**config.mk**
```make
export PLATFORM = sky130hd
export DESIGN_NAME = led_pwm_flat
export DESIGN_NICKNAME = d
export VERILOG_FILES = /design/src/rtl/led_pwm_if.sv /design/src/rtl/led_pwm.sv /design/src/flat_wrapper.sv
export SDC_FILE = /design/constraint.sdc
export NUM_CORES = 1
export LEC_CHECK = 0
export BUFFER_PORTS_ARGS = -buffer_cell sky130_fd_sc_hd__buf_2
export CAP_MARGIN = 20
export CORE_MARGIN = 2
export CORE_UTILIZATION = 35
export CTS_BUF_LIST = sky130_fd_sc_hd__clkbuf_8
export DETAILED_ROUTE_END_ITERATION = 6
export GPL_TIMING_DRIVEN = 0
export PLACE_DENSITY = 0.54
export SYNTH_ARGS = -nofsm -noshare
export SYNTH_HDL_FRONTEND = slang
export SYNTH_SLANG_ARGS = --single-unit
export TNS_END_PERCENT = 1
```
**constraint.sdc**
```tcl
create_clock -name clk -period 4.4 [get_ports clk]
set_input_delay 0.66 -clock clk [delete_from_list [all_inputs] [get_ports clk]]
set_output_delay 0.66 -clock clk [all_outputs]
set_load 0.05 [all_outputs]
```
**src/rtl/led_pwm_if.sv**
```systemverilog
// Pipelined Wishbone bus bundle used by led_pwm: 32-bit address/data, byte selects.
interface wb_if;
  logic        cyc;
  logic        stb;
  logic        we;
  logic [31:0] adr;
  logic [3:0]  sel;
  logic [31:0] dat_m;
  logic [31:0] dat_s;
  logic        ack;
  logic        err;
  logic        stall;

  modport slave  (input cyc, stb, we, adr, sel, dat_m, output dat_s, ack, err, stall);
  modport master (output cyc, stb, we, adr, sel, dat_m, input dat_s, ack, err, stall);
endinterface

```
**src/rtl/led_pwm.sv**
```systemverilog
// led_pwm: Wishbone-mapped LED driver, static or PWM per channel, registered LED outputs.
// Optional blink gating (BLINK/BLINK_DIV registers) is built when LED_PWM_BLINK_EN is defined.
module led_pwm #(
  parameter int size      = 32'h0000_1000,
  parameter int channels  = 8,
  parameter int pwm_width = 8
) (
  input  logic                clk,
  input  logic                rst,
  wb_if.slave                 wb,
  output logic [channels-1:0] led
);

  localparam logic [31:0] OFF_OUT       = 32'h0000_0000;
  localparam logic [31:0] OFF_MODE      = 32'h0000_0004;
  localparam logic [31:0] OFF_PRESCALE  = 32'h0000_0008;
  localparam logic [31:0] OFF_BLINK     = 32'h0000_000C;
  localparam logic [31:0] OFF_BLINK_DIV = 32'h0000_0010;
  localparam logic [31:0] DUTY_BASE     = 32'h0000_0100;

  function automatic logic [31:0] byte_merge(input logic [31:0] old_v,
                                             input logic [31:0] new_v,
                                             input logic [3:0]  sel_v);
    logic [31:0] res;
    res = old_v;
    for (int b = 0; b < 4; b++) begin
      if (sel_v[b]) res[8*b +: 8] = new_v[8*b +: 8];
      else          res[8*b +: 8] = old_v[8*b +: 8];
    end
    return res;
  endfunction

  logic [31:0]          w_off;
  logic [31:0]          w_word;
  logic [31:0]          w_rdata;
  logic [31:0]          w_wdata;
  logic                 w_req;
  logic                 w_wr;
  logic                 w_prescale_wr;
  logic                 w_tick;
  logic                 w_wrap;
  logic                 w_unused;
  logic [channels-1:0]  w_duty_hit;
  logic [channels-1:0]  w_led;

  logic                 r_ack;
  logic [31:0]          r_dat_s;
  logic [channels-1:0]  r_out;
  logic [channels-1:0]  r_mode;
  logic [channels-1:0]  r_led;
  logic [15:0]          r_prescale;
  logic [15:0]          r_pre_cnt;
  logic [pwm_width-1:0] r_pwm_cnt;
  logic [pwm_width-1:0] r_duty [channels];

`ifdef LED_PWM_BLINK_EN
  logic [channels-1:0]  r_blink;
  logic [15:0]          r_blink_div;
  logic [15:0]          r_blk_cnt;
  logic                 r_phase;
`endif

  assign w_req         = wb.cyc & wb.stb;
  assign w_wr          = w_req & wb.we;
  assign w_off         = wb.adr % 32'(size);
  assign w_word        = {w_off[31:2], 2'b00};
  assign w_prescale_wr = w_wr & (w_word == OFF_PRESCALE);
  assign w_wdata       = byte_merge(w_rdata, wb.dat_m, wb.sel);
  assign w_tick        = (r_pre_cnt == r_prescale);
  assign w_wrap        = w_tick & (&r_pwm_cnt);
  // Fields narrower than 32 bits leave the upper merge bits and byte-offset bits unconsumed.
  assign w_unused      = ^{w_off[1:0], w_wdata};

  assign wb.ack   = r_ack;
  assign wb.dat_s = r_dat_s;
  assign wb.err   = 1'b0;
  assign wb.stall = 1'b0;
  assign led      = r_led;

  // Per-channel DUTY address match.
  always_comb begin
    w_duty_hit = '0;
    for (int i = 0; i < channels; i++) begin
      w_duty_hit[i] = (w_word == DUTY_BASE + 32'd4 * 32'(i));
    end
  end

  // Read mux; also the base value for byte-masked writes.
  always_comb begin
    w_rdata = 32'd0;
    case (w_word)
      OFF_OUT:       w_rdata = 32'(r_out);
      OFF_MODE:      w_rdata = 32'(r_mode);
      OFF_PRESCALE:  w_rdata = 32'(r_prescale);
`ifdef LED_PWM_BLINK_EN
      OFF_BLINK:     w_rdata = 32'(r_blink);
      OFF_BLINK_DIV: w_rdata = 32'(r_blink_div);
`endif
      default:       w_rdata = 32'd0;
    endcase
    for (int i = 0; i < channels; i++) begin
      w_rdata = w_rdata | (w_duty_hit[i] ? 32'(r_duty[i]) : 32'd0);
    end
  end

  // Bus response: one ack per accepted request, read data in the ack cycle.
  always_ff @(posedge clk) begin
    if (rst) begin
      r_ack   <= 1'b0;
      r_dat_s <= 32'd0;
    end else begin
      r_ack   <= w_req;
      r_dat_s <= (w_req & ~wb.we) ? w_rdata : 32'd0;
    end
  end

  // Control register file.
  always_ff @(posedge clk) begin
    if (rst) begin
      r_out      <= '0;
      r_mode     <= '0;
      r_prescale <= 16'd0;
      for (int i = 0; i < channels; i++) r_duty[i] <= '0;
`ifdef LED_PWM_BLINK_EN
      r_blink     <= '0;
      r_blink_div <= 16'd0;
`endif
    end else if (w_wr) begin
      case (w_word)
        OFF_OUT:       r_out       <= w_wdata[channels-1:0];
        OFF_MODE:      r_mode      <= w_wdata[channels-1:0];
        OFF_PRESCALE:  r_prescale  <= w_wdata[15:0];
`ifdef LED_PWM_BLINK_EN
        OFF_BLINK:     r_blink     <= w_wdata[channels-1:0];
        OFF_BLINK_DIV: r_blink_div <= w_wdata[15:0];
`endif
        default:       r_out       <= r_out;
      endcase
      for (int i = 0; i < channels; i++) begin
        if (w_duty_hit[i]) r_duty[i] <= w_wdata[pwm_width-1:0];
        else               r_duty[i] <= r_duty[i];
      end
    end else begin
      r_out <= r_out;
    end
  end

  // Prescaler and PWM counter; a PRESCALE write restarts the prescaler.
  always_ff @(posedge clk) begin
    if (rst) begin
      r_pre_cnt <= 16'd0;
      r_pwm_cnt <= '0;
    end else begin
      if (w_prescale_wr || w_tick) r_pre_cnt <= 16'd0;
      else                         r_pre_cnt <= r_pre_cnt + 16'd1;
      if (w_tick) r_pwm_cnt <= r_pwm_cnt + pwm_width'(1'b1);
      else        r_pwm_cnt <= r_pwm_cnt;
    end
  end

`ifdef LED_PWM_BLINK_EN
  // Blink phase: toggles after BLINK_DIV+1 PWM periods.
  always_ff @(posedge clk) begin
    if (rst) begin
      r_blk_cnt <= 16'd0;
      r_phase   <= 1'b0;
    end else if (w_wrap) begin
      if (r_blk_cnt == r_blink_div) begin
        r_blk_cnt <= 16'd0;
        r_phase   <= ~r_phase;
      end else begin
        r_blk_cnt <= r_blk_cnt + 16'd1;
      end
    end else begin
      r_blk_cnt <= r_blk_cnt;
    end
  end
`endif

  // Per-channel LED level before the output register.
  always_comb begin
    w_led = '0;
    for (int i = 0; i < channels; i++) begin
      w_led[i] = r_mode[i] ? (r_pwm_cnt < r_duty[i]) : r_out[i];
`ifdef LED_PWM_BLINK_EN
      w_led[i] = w_led[i] & ~(r_blink[i] & ~r_phase);
`endif
    end
  end

  // Glitch-free LED outputs.
  always_ff @(posedge clk) begin
    if (rst) r_led <= '0;
    else     r_led <= w_led;
  end

endmodule

```
**src/flat_wrapper.sv**
```systemverilog
// flat-port wrapper written by rule: the top's interface ports become plain ports
module led_pwm_flat 
#(
  parameter int size      = 32'h0000_1000,
  parameter int channels  = 8,
  parameter int pwm_width = 8
)
  (clk, rst, led, wb_cyc, wb_stb, wb_we, wb_adr, wb_sel, wb_dat_m, wb_dat_s, wb_ack, wb_err, wb_stall);
  wb_if wb_i ();
  input  logic clk;
  input  logic rst;
  output logic [channels-1:0] led;
  input wire logic [$bits(wb_i.cyc)-1:0] wb_cyc;
  input wire logic [$bits(wb_i.stb)-1:0] wb_stb;
  input wire logic [$bits(wb_i.we)-1:0] wb_we;
  input wire logic [$bits(wb_i.adr)-1:0] wb_adr;
  input wire logic [$bits(wb_i.sel)-1:0] wb_sel;
  input wire logic [$bits(wb_i.dat_m)-1:0] wb_dat_m;
  output wire logic [$bits(wb_i.dat_s)-1:0] wb_dat_s;
  output wire logic [$bits(wb_i.ack)-1:0] wb_ack;
  output wire logic [$bits(wb_i.err)-1:0] wb_err;
  output wire logic [$bits(wb_i.stall)-1:0] wb_stall;
  assign wb_i.cyc = wb_cyc;
  assign wb_i.stb = wb_stb;
  assign wb_i.we = wb_we;
  assign wb_i.adr = wb_adr;
  assign wb_i.sel = wb_sel;
  assign wb_i.dat_m = wb_dat_m;
  assign wb_dat_s = wb_i.dat_s;
  assign wb_ack = wb_i.ack;
  assign wb_err = wb_i.err;
  assign wb_stall = wb_i.stall;
  led_pwm #(.size(size), .channels(channels), .pwm_width(pwm_width)) u_core (.clk(clk), .rst(rst), .wb(wb_i), .led(led));
endmodule
```
# Yosys cells after proc, flatten, opt, wreduce, memory -nomap -nowiden
# Memories as Yosys holds them, arrays and structs flattened.
# Index checks and enable logic that the tools add are counted.
[totals]
mem_bits_ro = 0
out_inout_bits = 43
ramBits = 64
ff_bits = 97
latchBits = 0
wordCells = 168
memories = 1
input_bits = 73
[op_classes]
div_mod_pow = 0
n_eq_ne = 11
reduce_logical = 7
magnitude_cmp = 8
n_bitwise = 30
shift = 0
add_sub_neg = 2
n_mul = 0
mux = 101
[mem_list]
columns = ["name", "depth", "width", "rd", "rd_clocked_by_memory_dff", "write_ports", "line_no", "rtl"]
rows = [
  ["u_core.r_duty", 8, 8, 8, 0, 8, "led_pwm.sv:54", "logic [pwm_width-1:0] r_duty [channels];"],
]
[op_table]
columns = ["operator", "n"]
rows = [
  ["32-bit bitwise OR", 7],
  ["8-bit 2-to-1 mux", 26],
  ["10-bit by 7-bit == test with 1-bit output (second input constant)", 8],
  ["1-bit 2-to-1 mux", 74],
  ["8-bit < comparator", 8],
  ["16-bit case mux with 3 select lines", 1],
  ["32-bit zero test", 1],
  ["16-bit by 32-bit bitwise OR with 32-bit output", 1],
  ["16-bit by 1-bit adder with 16-bit output (second input constant)", 1],
  ["16-bit == test", 1],
  ["1-bit bitwise OR", 16],
  ["10-bit by 1-bit == test with 1-bit output (second input constant)", 1],
  ["10-bit by 2-bit == test with 1-bit output (second input constant)", 1],
  ["8-bit by 1-bit adder with 8-bit output (second input constant)", 1],
  ["2-bit AND reduction", 3],
  ["1-bit bitwise AND", 4],
  ["2-bit OR reduction", 2],
  ["1-bit inverter", 2],
  ["1-bit logical OR", 1],
]

# Depth between registers and ports, before layout
[logic_depth]
ltp_word = 13
mapped_depth = 9
ltp_nobuf = 7

# Worst setup path before layout
# No wires, ideal clock.
[synth_timing]
path_type = "input -> register"
from = "input port wb_adr[8]"
to = "memory u_core.r_duty[3][0], in the netlist u_core.r_duty[0][24], enable pin"
n_path_buf = 2
required_time_ns = 4.013
path_stages = 4
arrival_time_ns = 2.115
setup_slack_ns = 1.899
setup_time_ns = 0.387
cell_sequence = "buf_4 -> or4b_1 -> buf_2 -> o31ai_1"
[synth_rtl]
columns = ["element", "line_no", "rtl"]
rows = [
  ["start: declaration", "flat_wrapper.sv:16", "input wire logic [$bits(wb_i.adr)-1:0] wb_adr;"],
  ["end: declaration", "led_pwm.sv:54", ""],
]

==> summary.txt <==
CTS
  • PostCTS Resize Cnt: 0
  • Root Buffer: clkbuf_8
  • H-tree Lvls: 4
  • CTS hold repair buffers: 0
  • CTS Buf Count: 17
  • CTS tree: built
  • Clock transition at path regs: roughly 100 ps
  • Worst-Skew Late Latency: 470 ps
  • # clock sinks: 145
  • Post CTS Setup Buffer Count: 0
  • Max Buffers Root-to-Sink: 2

Global route
  • Initial antenna violation count: 0
  • GRT Util Overall: about 22%
  • Largest net degree at the start of global routing: 17
  • Vias in the first global route: 6,361
  • First-pass GRT wire length: 39.2 mm
  • Gr ovfl total: 0

Placed design
  • Placed insts: about 1,200
  • Post-DP HPWL: 20.2 mm
  • IO buf count: 55
  • Placed Instance Area: 8780 sq um
  • GPL Wtd Cong: around 0.95
  • Dpl ws: 689 ps

Logic synthesis
  • FFs w/ async S/R, synth: 0%
  • Top_reg_cell synth: dfxtp_1
  • Synthesized flop and latch total: between 100 and 150
  • Mapped cell area: 8060 sq um
  • Instance count of the mapped netlist: 865
  • Synth unique cells: 69
  • Syn avg cell area: 9.31 sq um
  • Post-synth EDFFs: 64
  • Register area share after synthesis: between 40 and 50%
  • Synth warn: 0

Setup path
  • Kind of critical path: in2reg
  • Worst r2r src: u_core.r_duty[1][18]$_SDFFCE_PP0P_
  • Peak fanout along the critical path: 10
  • Worst Path Required: about 4600 ps
  • Flop2flop setup slack: 1710 ps
  • Arrival @ worst endpoint: 3450 ps
  • Register-to-Register Path Depth: 6
  • CP endpoint kind: flip-flop
  • CP Launch Type: input pin
  • Reg-to-reg endpoint: u_core.r_duty[1][18]$_SDFFCE_PP0P_

Timing
  • Worst-margin pin slew: 1060 ps
  • Slack of the critical path: 1130 ps
  • Max-slew headroom: ~28%
  • Final-report hold violation count: 0
  • Max frequency: between 300 and 400 MHz
  • Final Max Slew Viols: 0
  • Tcrit/Tclk final: between 70% and 80%
  • Final TNS setup: 0 ps
  • Final setup fails: 0
  • Clk_skew: 16.6 ps
  • Post-layout min period: around 3300 ps
  • RSZ-0062 raised after global routing: no

Final layout
  • Fillers: 2,281
  • Multi-input gate area: 4020 sq um
  • Post-layout instance area: 9180 sq um
  • Layout cells sized above 1: 15.6%
  • Final non-filler cell total: 1,257
  • Sequential Area: 3540 sq um
  • Layout Area Growth over Synthesis: 13.9%
  • Nets: about 1,100
  • Ant. Diodes: 0
  • Most frequent cells in the layout: nor2_1, dfxtp_1, buf_2
  • Commonest non-fill, non-tap cell in the layout: nor2_1

Drt
  • DRT antenna net count: 0
  • Via density: 5.38
  • Pre-antenna DRT Iters: 5
  • Via count: between 6,000 and 7,000
  • Initial detailed-routing violation count: between 600 and 700
  • Drt drc: 0
  • DR WL/cell: 21.0 microns
  • Final wirelength: between 20 and 30 mm

Power and ir drop
  • Pwr Density: around 320 nW/um^2
  • VDD IR max: 0.000171 V
  • Tot Pwr: 2910 uW
  • LEAKAGE: about 0.0038 uW

Floorplan
  • Die height: ~160 microns
  • Core area: approximately 23,000 sq um
  • Die area: 24,200 sq um
  • Number of cell rows: between 50 and 60
  • Io pins: 116
  • Starting Density: 35.6%
  • Die width: between 150 and 200 microns

Flow run
  • Max-cap violation count: 0

Status
  • Status: completed

Worst hold path
  • Min-delay src: wb_dat_m[14]
  • Worst Hold End: u_core.r_prescale[14]$_SDFFE_PP0P_
  • Hold depth: 3
  • Worst min-delay path class: in2reg
-- state kept, by name (all words and copies together), names as in the netlist --
| name | flops |
|---|---|
| u_core.wb.ack | 1 |
| u_core.r_duty | 64 |
| u_core.r_mode | 8 |
| u_core.r_out | 8 |
| u_core.r_pre_cnt | 16 |
| u_core.r_prescale | 16 |
| u_core.wb.dat_s | 16 |
| u_core.r_pwm_cnt | 8 |
| u_core.led | 8 |
-- kinds of logic after synthesis --
group	share of synthesized area (%)
compound gates	14.0
xor+xnor	3.70
fa+ha+maj	9.01
buf+inv	6.99
flops	44.0
mux	3.31
other cells	0.0465
simple gates	19.0
-- how the worst max path moves through the flow --
stage	startpoint	endpoint	slack, ps	cells past startpoint
floorplan	wb_adr[8]	u_core.r_duty[0][24]$_SDFFCE_PP0P_	1900	4
detailed placement	wb_adr[2]	u_core.r_duty[1][31]$_SDFFCE_PP0P_	690	9
global route	wb_adr[2]	u_core.r_duty[1][31]$_SDFFCE_PP0P_	1090	9
global placement	wb_adr[3]	u_core.r_duty[1][18]$_SDFFCE_PP0P_	580	8
finish	wb_adr[2]	u_core.r_duty[1][31]$_SDFFCE_PP0P_	1130	9
CTS	wb_adr[2]	u_core.r_duty[1][23]$_SDFFCE_PP0P_	1200	9
-- critical path, stage by stage --
cell and delay (ps):
buf_2 120, buf_2 300, buf_4 250, clkbuf_1 510, a211oi_1 100, o21ai_0 390, nand3_1 170, o21bai_1 790
nor2_1 140
-- power by group --
part / internal (uW) / switching [uW] / leakage [uW]
registers: 1440 / 34.6 / 0.00128
clock network: 475 / 626 / 0.000207
logic: 110 / 222 / 0.00232
total: 2030 / 883 / 0.00381
-- through the flow --
| step | util (%) | hold slack [ps] |
|---|---|---|
| finish | 40.5 | 430 |
| global route | 40.5 | 432 |
| CTS | 40.5 | 409 |
| detailed placement | 38.8 | 468 |
| global placement | 38.7 | 459 |
| floorplan | - | 437 |
-- synth_stat cells (all sizes together) (11+ instances only) --
| library cell | n | share of area (%) |
|---|---|---|
| nand2 | 59 | 2.7 |
| xnor2 | 20 | 2.2 |
| clkbuf | 25 | 1.2 |
| buf | 36 | 2.8 |
| xor2 | 14 | 1.5 |
| nand4 | 12 | 0.93 |
| mux2i | 15 | 1.9 |
| ha | 58 | 9.0 |
| dfxtp | 81 | 20 |
| and3 | 11 | 0.85 |
| nand3 | 44 | 2.7 |
| nand2b | 14 | 1.1 |
| nor4 | 11 | 0.93 |
| a21oi | 42 | 2.6 |
| inv | 64 | 3.0 |
| a21o | 16 | 1.5 |
| o21ai | 41 | 2.7 |
| nor2 | 104 | 4.8 |
| edfxtp | 64 | 24 |
| and2 | 11 | 0.85 |
-- area by class of cell --
cell class	count	area share, %
Inverter	64	2.62
Clock buffer	17	2.55
Tap cell	285	3.89
Clock inverter	15	1.81
Multi-Input combinational cell	612	43.8
Buffer	61	3.52
Timing Repair Buffer	58	3.19
Sequential cell	145	38.6
-- layer usage --
metal | vias to the layer above | share of wire (%) | GRT usage, %
met3 | 53 | 6.3 | 4.00
met5 | - | 0 | 0
met1 | 3212 | 45 | 30.4
met2 | 275 | 45 | 34.8
met4 | 0 | 3.6 | 8.52
li1 | 3225 | - | -
Note: power is estimated with default switching activity, not from simulation.
